--- src/rtl/shift_reg.sv ---
// shift_reg: universal shift/rotate register with parallel load and a busy/done handshake.
module shift_reg #(
  parameter int WIDTH = 8,
  parameter int CW = 4,
  parameter logic [WIDTH-1:0] RESET_VALUE = '0
) (
  input  logic             clk,
  input  logic             rst,
  input  logic             load,
  input  logic [WIDTH-1:0] data_in,
  input  logic             start,
  input  logic [1:0]       mode,
  input  logic [CW-1:0]    amount,
  input  logic             serial_in,
  output logic [WIDTH-1:0] q,
  output logic             serial_out,
  output logic             busy,
  output logic             done
);
  typedef enum logic {IDLE, SHIFT} state_t;
  state_t r_state, w_next;
  logic [WIDTH-1:0] r_q, w_step;
  logic [CW-1:0] r_cnt;
  logic [1:0] r_mode;
  logic r_so, r_done, w_accept, w_last, w_out_bit;
  always_ff @(posedge clk or posedge rst)
    if (rst) r_state <= IDLE;
    else r_state <= w_next;
  // mode bit 1 selects rotate, bit 0 selects right
  always_comb begin
    w_accept = (r_state == IDLE) && start && !load;
    w_last = (r_state == SHIFT) && (r_cnt == CW'(1));
    w_next = r_state;
    if (w_accept && amount != '0) w_next = SHIFT;
    if (w_last) w_next = IDLE;
    w_out_bit = r_mode[0] ? r_q[0] : r_q[WIDTH-1];
    w_step = r_mode[0] ? {(r_mode[1] ? r_q[0] : serial_in), r_q[WIDTH-1:1]}
                       : {r_q[WIDTH-2:0], (r_mode[1] ? r_q[WIDTH-1] : serial_in)};
  end
  always_ff @(posedge clk or posedge rst)
    if (rst) begin
      r_q <= RESET_VALUE;
      r_so <= 1'b0;
      r_done <= 1'b0;
      r_cnt <= '0;
      r_mode <= '0;
    end else begin
      r_done <= (w_accept && amount == '0) || w_last;
      if (r_state == IDLE) begin
        if (load) r_q <= data_in;
        else if (start) begin
          r_mode <= mode;
          r_cnt <= amount;
        end
      end else begin
        r_q <= w_step;
        r_so <= w_out_bit;
        r_cnt <= r_cnt - CW'(1);
      end
    end
  assign q = r_q;
  assign serial_out = r_so;
  assign busy = (r_state == SHIFT);
  assign done = r_done;
endmodule

--- config.mk ---
export PLATFORM = sky130hd
export DESIGN_NAME = shift_reg
export DESIGN_NICKNAME = d
export VERILOG_FILES = /design/src/rtl/shift_reg.sv
export SDC_FILE = /design/constraint.sdc
export NUM_CORES = 1
export LEC_CHECK = 0
export CORE_UTILIZATION = 30
export DETAILED_ROUTE_END_ITERATION = 7
export MAX_ROUTING_LAYER = met4
export PLACE_DENSITY = 0.55
export SETUP_SLACK_MARGIN = 0.15
export SLEW_MARGIN = 15
export SYNTH_ARGS = -nofsm -noshare
export SYNTH_HDL_FRONTEND = slang
export SYNTH_SLANG_ARGS = --single-unit
--- constraint.sdc ---
create_clock -name clk -period 2.4 [get_ports clk]
set_clock_uncertainty 0.1 [all_clocks]
set_input_delay 0.6 -clock clk [delete_from_list [all_inputs] [get_ports clk]]
set_output_delay 0.6 -clock clk [all_outputs]
set_load 0.01 [all_outputs]
# Word-level counts from Yosys, hierarchy flattened
# Index checks and enable logic that the tools add are counted.
# classes
add_sub_neg	1
mul	0
div_mod_pow	0
magnitude_cmp	0
n_eq_ne	2
shift	0
mux	11
bitwise	2
reduce_logical	14
# op_table
op	count
two-way mux 8 bit	3
two-way mux 4 bit	3
nonzero test 2 bit	3
logical AND 1 bit	5
two-way mux 1 bit	5
== test 4 x 1 -> 1 bit, second input constant	1
logical NOT 4 bit	1
nonzero test 4 bit	1
subtractor 4 x 1 -> 4 bit, second input constant	1
AND reduction 3 bit	1
inequality test 2 x 1 -> 1 bit, second input constant	1
NOT 1 bit	2
AND reduction 2 bit	1
logical NOT 1 bit	1
logical OR 1 bit	1
# totals
regBits	17
latch_bits	0
mem_bits_rw	0
rom_bits	0
inputBits	19
output_inout_bits	11
word_cells	36
mem_count	0

# Depth between registers and ports, before layout
# Gate-level depths: netlist of run 1.
# depth
word_depth	6
ltp_mapped	5
ltp_nobuf	5

# Least setup slack after synthesis of run 1
# Ideal clock, no wire load.
# synth_timing
path_kind	input -> register
start	input load
end	register r_mode[0]
setup_time_ns	0.128
t_arrival_ns	1.173
t_required_ns	2.172
slack_ns	0.999
cell_stages	2
path_buffers	0
cell_sequence	nor3b_2 -> mux2_1
# synth_via
elab_chain_len	2
# synth_lines
item	line_no	text
from (decl)	9	input logic load,
NOT 1 bit (no source line)	n/a	
AND reduction 3 bit (no source line)	n/a	
to (signal assigned)	52	r_mode <= mode;
to (decl)	24	logic [1:0] r_mode;
# Every way passes these cells.
# A chain may end at the register's enable or synchronous reset.

# Final worst setup path of run 1
# layout_timing
start	register r_q[7], in the netlist q[7]
end	output q[7]
# layout_rtl
item	line_no	text
from (decl)	22	logic [WIDTH-1:0] r_q, w_step;
from (signal assigned)	50	if (load) r_q <= data_in;
from (signal assigned)	56	r_q <= w_step;
to (decl)	15	output logic [WIDTH-1:0] q,
# No word-level cell between the ends.

==> impl_metrics.yaml, run 1 <==
global_routing:
  grt_usage: 0.149
  overflow: 0
  antenna_found_initial: 0
  grt_max_degree: 23
  grt_pass1_wl_um: 3640
  grt_pass1_vias: 794
floorplanning:
  dieHeight_um: 58.2
  dieWidth_um: 58.2
  core_area_mm2: 0.00303
  initial_utilization: 0.313
  ios: 30
  rows: 20
  die_area_mm2: 0.00339
hold_path:
  hp-start: "serial_out"
  holdCritPathClass: "register to register"
cells_and_area:
  areaGrowthSynthToFinish_pct: 38.1
  num_antenna_cells: 0
  fillCellCount: 315
  seqCellArea_um2: 425
  drive_above_1_share: 0.0776
  multi_input_area_um2: 483
  fin_nets: 138
synthesis:
  ys_warn_count: 0
  ys_ff_latch: 17
  synth_cells: 85
  synth_cell_type_count: 29
  synth_nets: 106
  syn-cell-area_um2: 948
  ys_seq_area_frac: 0.449
  syn_area_per_cell_um2: 11.2
clock_tree:
  path_clk_slew_ps: 100
  numCtsBuffers: 3
  clock-sinks: 17
  clock_path_buffers: 2
  clk_latency_ps: 290
  cts_resized: 0
  cts_root_buf: "clkbuf_4"
  cts_tree: "yes"
  hold_buffers: 0
  cts_max_level: 1
  cts_setup_buffers: 0
routing:
  routed_wl_um: 2150
  wl_per_cell_um: 13.4
  via_per_inst: 4.77
  drc: 0
  via_count: 763
  drt_iter0_markers: 2
  drt_pass1_iterations: 3
  antenna_left: 0
critical_path:
  cp_cell_sequence: "clkdlybuf4s50_1"
  critPathLaunch: "q[7]"
  worstPathArrival_ps: 1290
  crit_slowest_cell: "clkdlybuf4s50_1"
  endpoint_kind: "output pin"
  path_class: "register to output pin"
  crit_fanout: 5
  startpoint_type: "register"
  cp_num_buf_inv: 1
  worstReg2RegStart: "busy"
  cp_top_family: "buffers and inverters"
  cpPeakStageDelay_ps: 560
  cp.required_ps: 1700
timing:
  hold_ws_ps: 435
  worstMarginPinSlew_ps: 670
  finalMaxSlewViolations: 0
  finalHoldViolCount: 0
  fmax_mhz: 503
  rsz0062_at_grt: "no"
  slew_headroom: 0.553
  finalCriticalPeriod_ps: 1990
  fin_crit_sh: 0.828
  setup_violations: 0
  timing.setup.tns_ps: 0
place:
  place.port_buffers: 29
  hpwlAfterDp_um: 1640
  place_congestion: 0.725
job:
  drv_cap: 0
pwr:
  leakagePower_nw: 0.567
  vdd_ir_drop_max_v: 0.000360
  p_total_w: 0.00152
  power.density_mw_per_mm2: 1160
outcome:
  outcome: "complete, no violations"
==> sequential cells by signal, summed over array words and instances, names as in the netlist <==
| register | count |
|---|---|
| r_mode | 2 |
| r_cnt | 4 |
| q | 8 |
| busy | 1 |
| done | 1 |
| serial_out | 1 |
==> logic make-up after synthesis <==
logic type,share of synthesized area
simple gates,0.117
fa+ha+maj,0.0264
flops,0.449
mux,0.203
buf+inv,0.0422
compound gates,0.153
xor+xnor,0.00924
==> cells in the final DEF, fill, tap and decap left out, types with 2 or more instances in the layout <==
master,Yosys,routed
a211oi_1,4,4
a21oi_1,8,8
mux2i_1,17,17
clkbuf_4,0,3
nor2b_1,6,6
a211oi_2,2,2
nand2_1,3,3
mux2_1,2,2
buf_4,0,2
inv_1,4,4
clkdlybuf4s50_1,0,29
dfrtp_1,17,17
ha_1,2,2
==> cells in the mapped netlist <==
| cell type | n | share of area |
|---|---|---|
| buf_6 | 1 | 0.012 |
| nor3b_1 | 1 | 0.0079 |
| a22o_1 | 1 | 0.0092 |
| dfrtp_1 | 17 | 0.45 |
| a211oi_1 | 4 | 0.032 |
| nor3b_2 | 1 | 0.013 |
| nand2_1 | 3 | 0.012 |
| a211oi_2 | 2 | 0.026 |
| inv_1 | 4 | 0.016 |
| o211a_1 | 1 | 0.011 |
| mux2_1 | 2 | 0.024 |
| xnor2_1 | 1 | 0.0092 |
| o22ai_1 | 1 | 0.0066 |
| mux2i_1 | 17 | 0.18 |
| a21oi_1 | 8 | 0.042 |
| nor3_1 | 1 | 0.0053 |
| buf_2 | 2 | 0.011 |
| nor2b_1 | 6 | 0.040 |
| a21o_1 | 1 | 0.0079 |
| nor4_1 | 1 | 0.0066 |
| nor2_1 | 1 | 0.0040 |
| nand2b_4 | 1 | 0.015 |
| o211ai_1 | 1 | 0.0079 |
| or3b_1 | 1 | 0.0092 |
| o21ai_0 | 1 | 0.0053 |
| ha_1 | 2 | 0.026 |
| o21ai_1 | 1 | 0.0053 |
| nand3_1 | 1 | 0.0053 |
| clkbuf_1 | 1 | 0.0040 |
==> stage by stage <==
step / cells / cell area (µm²) / utilization / setup slack, ps
2_1_floorplan: 85 / 948 / - / 999
3_3_place_gp: 156 / 1280 / 0.424 / 394
3_5_place_dp: 156 / 1280 / 0.424 / 310
4_1_cts: 160 / 1310 / 0.433 / 398
5_1_grt: 160 / 1310 / 0.433 / 340
6_report: 160 / 1310 / 0.433 / 412
==> layout make-up <==
type,instances,area share
multi-input cells,60,0.369
repair buffers,31,0.233
clock buffers,4,0.0201
flip-flops and latches,17,0.325
inverters,4,0.0115
well taps,44,0.0420
==> power by group <==
part	leakage, nW	switching (W)	internal (W)	total, W
Combinational	0.354	0.000323	0.000437	0.000759
Clock	0.0150	0.0000892	0.0000646	0.000154
Sequential	0.198	0.000174	0.000433	0.000607
Total	0.567	0.000586	0.000934	0.00152
==> final timing paths <==
path                       cells after the start    endpoint  slack [ps]
setup / recovery                               1        q[7]         410
hold / removal                                 2  serial_out         430
setup reg to reg                               3   r_mode[0]         870
hold reg to reg                                2  serial_out         430
max in group asynchronous                      2        q[5]        1170
min in group asynchronous                      2    r_cnt[0]         600
==> metal layers <==
layer	global-route usage	share of wire	vias up
li1	-	-	374
met1	0.171	0.44	361
met2	0.250	0.48	24
met3	0.0290	0.059	4
met4	0.0714	0.013	0
met5	-	0	-
Power figures use the tool's default switching activity.
==> inputs of run 2 (changes only) <==
--- a/config.mk
+++ b/config.mk
@@ -8,7 +8,7 @@
 export CORE_UTILIZATION = 30
 export DETAILED_ROUTE_END_ITERATION = 7
 export MAX_ROUTING_LAYER = met4
-export PLACE_DENSITY = 0.55
+export PLACE_DENSITY = 0.57
 export SETUP_SLACK_MARGIN = 0.15
 export SLEW_MARGIN = 15
 export SYNTH_ARGS = -nofsm -noshare
==> constraint.sdc (replaced) <==
create_clock -name clk -period 1.72 [get_ports clk]
set_clock_uncertainty 0.1 [all_clocks]
set_input_delay 0.43 -clock clk [delete_from_list [all_inputs] [get_ports clk]]
set_output_delay 0.43 -clock clk [all_outputs]
set_load 0.01 [all_outputs]
==> impl_metrics.yaml, run 2 (same netlist as run 1, synthesis figures left out) <==
outcome:
  outcome: "complete, no violations"
pwr:
  vdd_ir_drop_max_v: 0.000711
  leakagePower_nw: 0.633
  switching_power_w: 0.000849
  p_total_w: 0.00218
  internal-power_w: 0.00133
  seqPwrFrac: 0.367
  clkPwrFrac: 0.096
  p_sw_frac: 0.390
  power.density_mw_per_mm2: 1580
  combPwrFrac: 0.536
floorplanning:
  die_area_mm2: 0.00339
  dieWidth_um: 58.2
  rows: 20
  dieHeight_um: 58.2
  initial_utilization: 0.313
  ios: 30
  core_area_mm2: 0.00303
place:
  place.port_buffers: 29
  place_congestion: 0.744
  hpwlAfterDp_um: 1610
  placed_cells: 161
global_routing:
  grt_pass1_wl_um: 3800
  overflow: 0
  grt_usage: 0.152
  antenna_found_initial: 0
  grt_pass1_vias: 837
  grt_max_degree: 18
cells_and_area:
  layout_commonest_cell: "clkdlybuf4s50_1"
  seqCellArea_um2: 425
  multi_input_area_um2: 483
  drive_above_1_share: 0.157
  layout_common_cells: "clkdlybuf4s50_1, mux2i_1, dfrtp_1"
  fin_nets: 149
  largest_register_ffs: 8
  final_cell_count_no_fill: 171
  fillCellCount: 295
  areaGrowthSynthToFinish_pct: 45.6
  num_antenna_cells: 0
clock_tree:
  clk_latency_ps: 280
  cts_max_level: 1
  clock-sinks: 17
  numCtsBuffers: 3
  clock_path_buffers: 2
  cts_root_buf: "clkbuf_4"
  hold_buffers: 0
  path_clk_slew_ps: 100
  cts_tree: "yes"
critical_path:
  cp_top_family: "flip-flops"
  cp.required_ps: 1190
  cpPeakStageDelay_ps: 420
  crit_slowest_cell: "dfrtp_1"
  cp_num_buf_inv: 1
  crit_fanout: 4
  endpoint_kind: "output pin"
  worstPathArrival_ps: 990
  cp_cell_sequence: "dlygate4sd2_1"
  startpoint_type: "register"
  path_class: "register to output pin"
timing:
  finalCriticalPeriod_ps: 1520
  finalHoldViolCount: 0
  rsz0062_at_grt: "no"
  setup_violations: 0
  fin_crit_sh: 0.886
  fmax_mhz: 657
  timing.setup.tns_ps: 0
  slew_headroom: 0.647
  finalMaxSlewViolations: 0
  worstMarginPinSlew_ps: 529
hold_path:
  holdCritPathClass: "input pin to asynchronous set/reset pin"
routing:
  routed_wl_um: 2200
  drc: 0
  via_per_inst: 4.80
  drt_pass1_iterations: 3
  wl_per_cell_um: 12.9
  antenna_left: 0
  drt_iter0_markers: 25
  via_count: 820
job:
  drv_cap: 0
[run 2: cell count changes in the layout (fill, tap and decap cells not counted)]
| cell | delta |
|---|---|
| buf_4 | +11 |
| clkdlybuf4s50_1 | -11 |
| dlygate4sd2_1 | +9 |
| clkdlybuf4s15_1 | +2 |
[run 2: metal layers]
metal / share of wire / wire, µm / track usage / vias to the layer above
met5: 0 / 0 / - / -
met4: 0.0036 / 8 / 0.0510 / 0
met3: 0.045 / 100 / 0.0201 / 2
met2: 0.50 / 1090 / 0.259 / 22
met1: 0.45 / 1000 / 0.186 / 397
li1: - / - / - / 399
[run 2: final cells by class]
type | count | area share
tap | 44 | 0.0399
inverter | 4 | 0.0109
timing repair buffer | 42 | 0.273
clock buffer | 4 | 0.0190
sequential | 17 | 0.308
multi-input combinational | 60 | 0.350
[run 2: power groups by stage]
stage	clock network [W]	registers (W)	logic [W]
2_1_floorplan	0	0.000827	0.000642
3_3_place_gp	0	0.000868	0.00107
3_5_place_dp	0	0.000867	0.00109
4_1_cts	0.000224	0.000805	0.00117
5_1_grt	0.000242	0.000839	0.00130
6_report	0.000210	0.000801	0.00117
[run 2: worst paths after layout]
| kind | cells past startpoint | slack (ps) | to | start |
|---|---|---|---|---|
| max | 1 | 200 | q[2] | q[2] |
| min | 3 | 330 | r_cnt[0] | rst |
| max reg2reg | 3 | 310 | r_mode[0] | busy |
| min reg2reg | 2 | 430 | serial_out | serial_out |
| max in group asynchronous | 3 | 990 | done | rst |
| min in group clk | 2 | 430 | serial_out | serial_out |
[run 2: tightest hold or removal path, delay by kind of cell]
family / cells / cell delay, ps
buffers and inverters: 3 / 670
[run 2: timing repair]
item,4_1_cts,5_1_grt
endpoints found under the hold margin,0,0
buffers inserted,6,0
endpoints found under the setup margin,11,2
gates resized for setup,11,2
[run 2: per-stage QoR]
step                      hold WS, ps  worst slack (ps)   util  instance area, µm²
after floorplan                   256               449      -                 948
after global placement            411             -49.8  0.436                1320
after detailed placement          413             -59.3  0.436                1320
after CTS                         340               173  0.455                1380
after global routing              364               163  0.456                1380
final                             334               197  0.456                1380
==> inputs of run 3 (changes only) <==
--- a/config.mk
+++ b/config.mk
@@ -5,6 +5,8 @@
 export SDC_FILE = /design/constraint.sdc
 export NUM_CORES = 1
 export LEC_CHECK = 0
+export ABC_AREA = 0
+export CORE_MARGIN = 2
 export CORE_UTILIZATION = 30
 export DETAILED_ROUTE_END_ITERATION = 7
 export MAX_ROUTING_LAYER = met4
==> impl_metrics.yaml, run 3 (same netlist as run 1, synthesis figures left out) <==
outcome:
  outcome: "complete, no violations"
cells_and_area:
  layout_common_cells: "clkdlybuf4s50_1, mux2i_1, dfrtp_1"
  layout_commonest_cell: "clkdlybuf4s50_1"
  areaGrowthSynthToFinish_pct: 48.7
  largest_register_ffs: 8
  num_antenna_cells: 0
  fin_nets: 152
  fillCellCount: 295
  drive_above_1_share: 0.185
  final_util: 0.466
floorplanning:
  rows: 20
  dieWidth_um: 60.2
  initial_utilization: 0.313
  core_area_mm2: 0.00303
  dieHeight_um: 60.2
  die_area_mm2: 0.00363
  ios: 30
place:
  post-place-ws_ps: -100
  hpwlAfterDp_um: 1660
  place_congestion: 0.807
  place.port_buffers: 29
critical_path:
  cp.required_ps: 1800
  startpoint_type: "input pin"
  cp_cell_sequence: "clkdlybuf4s50_1, buf_4, nor2b_1, a211oi_1, a21oi_1"
  cpPeakStageDelay_ps: 610
  r2r_setup_slack_ps: 210
  worstPathArrival_ps: 1620
  reg2regPathDepth: 4
  path_class: "input pin to register"
  crit_fanout: 7
  endpoint_kind: "register"
  crit_slowest_cell: "clkdlybuf4s50_1"
routing:
  wl_per_cell_um: 12.7
  via_per_inst: 4.61
  antenna_left: 0
  drc: 0
  via_count: 803
  routed_wl_um: 2210
  drt_pass1_iterations: 4
  drt_iter0_markers: 16
global_routing:
  grt_pass1_vias: 889
  antenna_found_initial: 0
  overflow: 0
  grt_pass1_wl_um: 3960
  grt_usage: 0.150
  grt_max_degree: 18
pwr:
  leakagePower_nw: 0.653
  power.density_mw_per_mm2: 1580
  p_sw_frac: 0.387
  internal-power_w: 0.00137
  seqPwrFrac: 0.355
  switching_power_w: 0.000863
  clkPwrFrac: 0.098
  p_total_w: 0.00223
  vdd_ir_drop_max_v: 0.000597
  combPwrFrac: 0.547
timing:
  rsz0062_at_grt: "yes"
  slew_headroom: 0.637
  finalMaxSlewViolations: 0
  fmax_mhz: 652
  finalCriticalPeriod_ps: 1530
  setup_violations: 0
  fin_ws_ps: 186
  hold_ws_ps: 336
  finalHoldViolCount: 0
  fin_crit_sh: 0.892
  worstMarginPinSlew_ps: 545
hold_path:
  holdCritPathClass: "input pin to asynchronous set/reset pin"
job:
  drv_cap: 0
clock_tree:
  clock-sinks: 17
  cts_max_level: 1
  cts_tree: "yes"
  numCtsBuffers: 3
  path_clk_slew_ps: 100
  clk_latency_ps: 290
  cts_root_buf: "clkbuf_4"
  hold_buffers: 0
  clock_path_buffers: 2
-- run 3: layout make-up --
class / count / area (µm²) / area share
repair buffers: 45 / 398 / 0.282
clock inverters: 1 / 5.00 / 0.00355
well taps: 44 / 55.1 / 0.0390
inverters: 4 / 15.0 / 0.0106
flip-flops and latches: 17 / 425 / 0.302
clock buffers: 3 / 22.5 / 0.0160
multi-input cells: 60 / 489 / 0.347
-- run 3: metal layers --
| metal | GRT usage | up-vias | part of all wire |
|---|---|---|---|
| met5 | - | - | 0 |
| met4 | 0.0508 | 0 | 0 |
| met3 | 0.0303 | 0 | 0.051 |
| met2 | 0.244 | 22 | 0.47 |
| met1 | 0.186 | 381 | 0.48 |
| li1 | - | 400 | - |
-- run 3: critical path, delay by kind of cell --
kind	cells	cell delay, ps
buffers and inverters	2	810
AOI/OAI and AO/OA	2	320
and+or+nand+nor	1	50
-- run 3: through the flow --
stage	cell area [µm²]	cells	TNS [ps]
finish	1410	174	0
global route	1410	174	0
CTS	1400	174	0
detailed placement	1320	161	-399
global placement	1320	161	-244
floorplan	948	85	0
-- run 3: final timing paths --
check / startpoint / endpoint
max: load / q[3]
min: rst / r_cnt[3]
max reg2reg: busy / r_mode[0]
min reg2reg: serial_out / serial_out
max in group asynchronous: rst / q[4]
min in group clk: serial_out / serial_out
-- run 3: power groups by stage --
stage               sequential (W)  clock, W  combinational [W]
floorplan                 0.000827         0           0.000642
global placement          0.000868         0            0.00107
detailed placement        0.000876         0            0.00109
CTS                       0.000793  0.000234            0.00123
global route              0.000832  0.000258            0.00137
finish                    0.000793  0.000219            0.00122
-- run 3: repair_timing --
| item | 4_1_cts | 5_1_grt |
|---|---|---|
| endpoints found under the hold margin | 0 | 0 |
| resized for setup | 11 | 2 |
| endpoints found under the setup margin | 11 | 3 |
| setup buffers | 9 | 0 |
